==> src/rtl/fifo_wr_arbiter.sv <==
// Round-robin arbiter sharing one async-FIFO write port among NREQ producers, bursts <= BURST_LEN.
// Optional FIFO_WR_ARB_WORDCNT_EN adds a free-running word_cnt output of CNTW bits.
module fifo_wr_arbiter #(
  parameter int unsigned DSIZE     = 8,
  parameter int unsigned NREQ      = 4,
  parameter int unsigned BURST_LEN = 16,
  parameter int unsigned CNTW      = 16
) (
  input  logic                  wclk,
  input  logic                  wrst,
  input  logic [NREQ-1:0]       req,
  input  logic [NREQ*DSIZE-1:0] req_data,
  input  logic [NREQ-1:0]       req_last,
  output logic [NREQ-1:0]       gnt,
  output logic [NREQ-1:0]       ack,
  output logic                  winc,
  output logic [DSIZE-1:0]      wdata,
  input  logic                  wfull,
  output logic                  busy
`ifdef FIFO_WR_ARB_WORDCNT_EN
  ,
  output logic [CNTW-1:0]       word_cnt
`endif
);

  localparam int unsigned IdxW  = (NREQ > 1) ? $clog2(NREQ) : 1;
  localparam int unsigned BeatW = (BURST_LEN > 1) ? $clog2(BURST_LEN) : 1;
  localparam logic [BeatW-1:0] BeatMax = BeatW'(BURST_LEN - 1);
  localparam logic [IdxW-1:0]  IdxRst  = IdxW'(NREQ - 1);
  localparam logic [NREQ-1:0]  OneHot0 = {{(NREQ-1){1'b0}}, 1'b1};

  typedef enum logic [0:0] {StIdle, StXfer} state_e;

  state_e            state_q, state_d;
  logic [NREQ-1:0]   gnt_q, gnt_d;
  logic [BeatW-1:0]  beat_q, beat_d;
  logic [IdxW-1:0]   last_idx_q, last_idx_d;

  logic              req_g, last_g, found;
  logic [IdxW-1:0]   win_idx;
  int unsigned       idx;

  // Search upward from last_idx+1 so the previous winner has lowest priority.
  always_comb begin
    win_idx = last_idx_q;
    found   = 1'b0;
    idx     = 0;
    for (int unsigned k = 1; k <= NREQ; k++) begin
      idx = (32'(last_idx_q) + k) % NREQ;
      if (!found && req[IdxW'(idx)]) begin
        found   = 1'b1;
        win_idx = IdxW'(idx);
      end
    end
  end

  // gnt_q is one-hot in XFER and zero in IDLE, so masking selects the granted requester.
  always_comb begin
    req_g  = |(req & gnt_q);
    last_g = |(req_last & gnt_q);
    wdata  = '0;
    for (int unsigned i = 0; i < NREQ; i++) begin
      if (gnt_q[i]) wdata = wdata | req_data[i*DSIZE +: DSIZE];
    end
    busy = (state_q == StXfer);
    winc = busy & req_g & ~wfull;
    ack  = gnt_q & {NREQ{winc}};
    gnt  = gnt_q;
  end

  always_comb begin
    state_d    = state_q;
    gnt_d      = gnt_q;
    beat_d     = beat_q;
    last_idx_d = last_idx_q;
    unique case (state_q)
      StIdle: begin
        if (found) begin
          state_d    = StXfer;
          gnt_d      = OneHot0 << win_idx;
          last_idx_d = win_idx;
          beat_d     = '0;
        end
      end
      StXfer: begin
        if (winc) beat_d = beat_q + BeatW'(1);
        if (!req_g || (winc && (last_g || beat_q == BeatMax))) begin
          state_d = StIdle;
          gnt_d   = '0;
          beat_d  = '0;
        end
      end
      default: state_d = StIdle;
    endcase
  end

  always_ff @(posedge wclk or posedge wrst) begin
    if (wrst) begin
      state_q    <= StIdle;
      gnt_q      <= '0;
      beat_q     <= '0;
      last_idx_q <= IdxRst;
    end else begin
      state_q    <= state_d;
      gnt_q      <= gnt_d;
      beat_q     <= beat_d;
      last_idx_q <= last_idx_d;
    end
  end

`ifdef FIFO_WR_ARB_WORDCNT_EN
  logic [CNTW-1:0] cnt_q;

  always_ff @(posedge wclk or posedge wrst) begin
    if (wrst)      cnt_q <= '0;
    else if (winc) cnt_q <= cnt_q + CNTW'(1);
  end

  assign word_cnt = cnt_q;
`endif

endmodule

==> config.mk <==
export PLATFORM = sky130hd
export DESIGN_NAME = fifo_wr_arbiter
export DESIGN_NICKNAME = d
export VERILOG_FILES = /design/src/rtl/fifo_wr_arbiter.sv
export SDC_FILE = /design/constraint.sdc
export NUM_CORES = 1
export LEC_CHECK = 0
export ABC_CLOCK_PERIOD_IN_PS = 1790
export CAP_MARGIN = 25
export CORE_AREA = 2 2 42 44
export CTS_CLUSTER_DIAMETER = 40
export CTS_CLUSTER_SIZE = 20
export DETAILED_ROUTE_END_ITERATION = 10
export DIE_AREA = 0 0 44 46
export DONT_BUFFER_PORTS = 1
export GPL_TIMING_DRIVEN = 0
export HOLD_SLACK_MARGIN = 0.02
export PLACE_DENSITY = 0.83
export SETUP_SLACK_MARGIN = 0.02
export SLEW_MARGIN = 20
export SYNTH_ARGS = -nofsm -noshare
export SYNTH_HDL_FRONTEND = slang
export SYNTH_SLANG_ARGS = --single-unit
export TNS_END_PERCENT = 5
==> constraint.sdc <==
create_clock -name wclk -period 1.79 [get_ports wclk]
set_input_delay 0.4475 -clock wclk [delete_from_list [all_inputs] [get_ports wclk]]
set_output_delay 0.4475 -clock wclk [all_outputs]
set_load 0.01 [all_outputs]
## After elaboration in Yosys (flattened, before gate mapping)

Index checks and enable logic that the tools add are counted.

- Flip-flop bits (word level): 11
- Bits in latches: 0
- RAM bits: 0
- Memory bits (read-only): 0
- Input port bits: 43
- Output and inout bits: 18
- Word-level logic and storage cells: 73
- Memories kept: 0

- $add $sub $neg: 5
- $mul: 0
- Div/mod/pow operators: 0
- Magnitude comparators: 4
- Equal/unequal tests: 4
- Shift-type cells: 1
- Muxes and demuxes: 30
- Bitwise logic cells: 10
- Reductions and logical operators: 15

Operator list:

| kind | count |
|---|---|
| 8-bit 2-to-1 mux | 4 |
| 8-bit OR | 3 |
| 4-bit 2-to-1 mux | 5 |
| 4-bit one-hot mux with 2 select lines | 2 |
| 4-bit AND | 3 |
| 2-bit by 3-bit < comparator with 1-bit output, second input constant | 4 |
| 1-bit 2-to-1 mux | 10 |
| 1-bit binary-select mux with 2-bit select | 4 |
| 2-bit 2-to-1 mux | 4 |
| 4-bit OR reduction | 2 |
| 2-bit AND reduction | 3 |
| 2-bit by 1-bit adder with 2-bit output, second input constant | 2 |
| 2-bit adder, second input constant | 2 |
| 4-bit by 1-bit adder with 4-bit output, second input constant | 1 |
| 4-bit equality test, second input constant | 1 |
| 1-bit logical AND | 4 |
| 1-bit zero test | 4 |
| 1-bit by 2-bit left shift with 4-bit output, first input constant | 1 |
| 3-bit by 2-bit != test with 1-bit output, second input constant | 1 |
| 1-bit AND | 2 |
| 1-bit logical OR | 2 |
| 2-bit by 1-bit != test with 1-bit output, second input constant | 1 |
| 2-bit != test, second input constant | 1 |
| 1-bit NOT | 2 |
| 1-bit one-hot mux with 2 select lines | 1 |

## Logic depth before layout (Yosys ltp)

- Word-level depth: 16
- Gate-level depth with buffers: 4
- Depth with buffers taken out: 4

## Least setup slack after synthesis

Ideal clock, no wire load.

- Path kind: in2out
- Start point: input port req[2]
- End point: output port ack[0]
- Arrival time: 1,187 ps
- Data required time: 1,342 ps
- Slack: 156 ps
- Stages: 4
- Cells stage by stage: a22o_1 o21ai_0 nor2_1 and2_1

- Longest elaborated chain between the ends: 5

Ends and longest elaborated chain:

| what | RTL line | RTL |
|---|---|---|
| start, declared | 11 | `input logic [NREQ-1:0] req,` |
| 4-bit AND | 59 | `req_g = \|(req & gnt_q);` |
| 4-bit OR reduction | 59 |  |
| 1-bit AND (2 in series) | 66 | `winc = busy & req_g & ~wfull;` |
| via winc | 16 | `output logic winc,` |
| 4-bit AND | 67 | `ack = gnt_q & {NREQ{winc}};` |
| end, declared | 15 | `output logic [NREQ-1:0] ack,` |

The timed path passes the listed nets, and every way through them passes these cells.

## Final worst setup path

- Start point: register gnt_q[2], in the netlist gnt[2]
- End point: output port ack[0]

- Longest elaborated chain between the ends: 5

Ends and longest elaborated chain:

| what | RTL line | RTL |
|---|---|---|
| start, declared | 35 | `logic [NREQ-1:0] gnt_q, gnt_d;` |
| start signal, assigned | 105 | `gnt_q <= gnt_d;` |
| 4-bit AND | 59 |  |
| 4-bit OR reduction | 59 |  |
| 1-bit AND (2 in series) | 66 |  |
| via winc | 16 |  |
| 4-bit AND | 67 |  |

The timed path passes the listed nets, and every way through them passes these cells.

==> run summary <==
Outcome - finished, violations left
Failing checks - negative setup slack
Mapped cell area - 867 um2
Core area - 0.00161 mm2
CP max FO - 5
Core Rows - 15
H-tree depth - 1
First-pass GRT wire length - 3.06 mm
Post-route antenna net violation count - 0
Setup Viol. Count Final - 4
Syn Inst Count - 96
Hold buffers post-CTS - 0
Port Buffers - 0
Tcrit/Tclk final - 1.04
Number of global-route vias before repair - 730
Via density - 6.93
Die area - 0.00202 mm2
P&R area growth vs syn - 15.0%
Initial Utilization - 0.537
Num Clock Sinks - 11
Max-slew headroom - 0.709
Clock latency on the worst-skew pair - 0.28 ns
Pleak - 0.437 nW
Crit path cell chain - a22o_4 > o21ai_4 > nor2_4 > and2_4
Hold Vio Cnt, Final - 0
Slew Viols, Final - 0
Power per cell area - 1650 mW/mm2
Tot GR Track Use - 0.216
Slowest-stage cell, CP - dfrtp_2
CTS Buf Count - 3
Top sig layer - met4
Clk_skew - 0.00328 ns
Post-synthesis average cell area - 9.03 um2
Syn Nets - 140
Hold crit path type - input pin to async pin
Die width - 44 um
CTS tree - done
Peak VDD IR - 0.638 mV
Worst-path clk slew - 0.07 ns
CTS max path bufs - 2
Via Count - 825
Residual DRC count - 0
Nets - 147
Max stage delay on crit path - 0.45 ns
Post-Place Cell Area - 888 um2
First-pass DRT Iterations - 4
Sequential area share after synthesis - 0.320
Commonest non-fill, non-tap cells in the layout - 16 x a22oi_1, 8 x nand2_1, 5 x nor2_1, 5 x o21ai_0, 5 x dfrtp_1
Max Clk Rate - 538 MHz
Critical path required time - 1.34 ns
Drt wl/cell - 18.9 um
Startpoint types - flip-flop
DR WL met3 - 104 um
Global placement routability congestion - 0.781
Antenna cells - 0
Initial antenna violation count - 0
Synth Warn # - 0
Largest net degree at the start of global routing - 12
Post-layout util - 0.618
WL met2 - 1.21 mm
Critical path class - flip-flop to output pin
Total gr overflow - 0
Final wirelength - 2.25 mm
Final setup margin - -0.0696 ns
Number of top-level design ports - 61
Minimum clock period - 1.86 ns
RSZ-0062 raised after global routing - yes
Kind of end point of the critical path - output pin
Worst Path Arrival - 1.41 ns
Max Cap Viol - 0
Flops & latches, synth - 11
Root Driver - clkbuf_4
Die height - 46 um
Share of cells above drive strength 1 - 0.314
Fillers - 139
M1 wire length - 897 um
Post-route cell area - 997 um2
Most common cell after layout, fill and taps aside - a22oi_1
Synth unique cells - 35
Initial DRC Count - 6
Slew at the pin with the worst max-slew slack - 0.436 ns
## state kept, by name, summed over array words and instances, names as in the netlist
register    flops
busy            1
last_idx_q      2
beat_q          4
gnt             4
## routing by layer
metal / vias to the layer above / global-route usage
li1: 393 / -
met1: 392 / 0.235
met2: 37 / 0.394
met3: 3 / 0.0476
met4: 0 / 0.103
met5: - / 0
## cell usage after synthesis
library cell  instances  share of area
clkbuf_1              4          0.017
nor4_1                2          0.014
and2_1                4          0.029
o211ai_1              1         0.0087
a32o_1                2          0.023
a221o_1               1          0.012
a22o_4                1          0.020
or2_2                 1         0.0072
a21oi_1               2          0.012
and3_1                1         0.0072
dfstp_2               2          0.061
and2b_1               1         0.0087
a22o_2                1          0.012
o21ai_0               6          0.035
nor3b_1               1         0.0087
o2111ai_1             1          0.010
inv_1                 3          0.013
a22o_1                2          0.020
a22oi_1              18           0.16
nor2_1                6          0.026
a221oi_1              1          0.010
ha_1                  1          0.014
or2_4                 1          0.010
dfrtp_1               9           0.26
o2bb2ai_1             2          0.020
nand2b_1              4          0.029
o2111a_1              1          0.013
a311o_1               1          0.012
nand2_1               8          0.035
mux2_2                1          0.013
nand3_1               2          0.012
nor4_4                1          0.025
o211a_4               1          0.020
a21o_1                1         0.0087
a211o_1               2          0.020
## power breakdown
group	internal (mW)	switching, mW
clock	0.0866	0.0859
sequential	0.362	0.149
combinational	0.401	0.559
total	0.850	0.794
## worst max-delay path, delay by kind of cell (launching register included)
family | cells | cell delay (ns)
flip-flops | 1 | 0.45
AND/OR/NAND/NOR | 2 | 0.24
AO/OA/AOI/OAI | 2 | 0.44
## area by class of cell
cell class	count	area [um2]	area share
Multi-Input combinational cell	78	617	0.619
Sequential cell	11	283	0.284
Clock buffer	4	26.3	0.0263
Tap cell	17	21.3	0.0213
Buffer	4	20.0	0.0201
Timing Repair Buffer	2	18.8	0.0188
Inverter	3	11.3	0.0113
## logic make-up (layout without fill, tap and decap cells)
kind of cell	count (synthesis)	count (layout)	synth area share
compound gates	44	44	0.411
fa+ha+maj	1	1	0.0144
buf+inv	7	13	0.0303
flops	11	11	0.320
mux	1	1	0.0130
simple gates	32	32	0.211
## path summary, 6_finish.rpt
| path | startpoint | endpoint | slack (ns) | cells past startpoint |
|---|---|---|---|---|
| min in group wclk | wfull | busy | 0.52 | 3 |
| setup reg to reg | gnt[2] | beat_q[2] | 0.01 | 5 |
| hold / removal | wrst | beat_q[3] | 0.04 | 1 |
| setup / recovery | gnt[2] | ack[0] | -0.07 | 4 |
| hold reg to reg | last_idx_q[0] | last_idx_q[0] | 0.53 | 2 |
| max in group asynchronous | wrst | last_idx_q[0] | 1.42 | 1 |
## timing repair
action | in CTS | in global routing
pin swaps | 4 | 9
buffers inserted | 2 | 0
gates cloned | 0 | 0
endpoints found under the setup margin | 14 | 20
resized for setup | 14 | 15
## per-stage QoR
stage | TNS (ns) | hold slack [ns] | setup slack (ns) | std cells | total power, mW
global route | -0.514 | 0.0646 | -0.120 | 119 | 1.77
detailed placement | 0 | 0.354 | 0.00817 | 113 | 1.32
floorplan | 0 | 0.299 | 0.156 | 96 | 1.16
global placement | 0 | 0.344 | 0.0280 | 113 | 1.29
finish | -0.267 | 0.0430 | -0.0696 | 119 | 1.64
CTS | -0.892 | 0.0572 | -0.0915 | 119 | 1.60
Power figures use the tool's default switching activity.
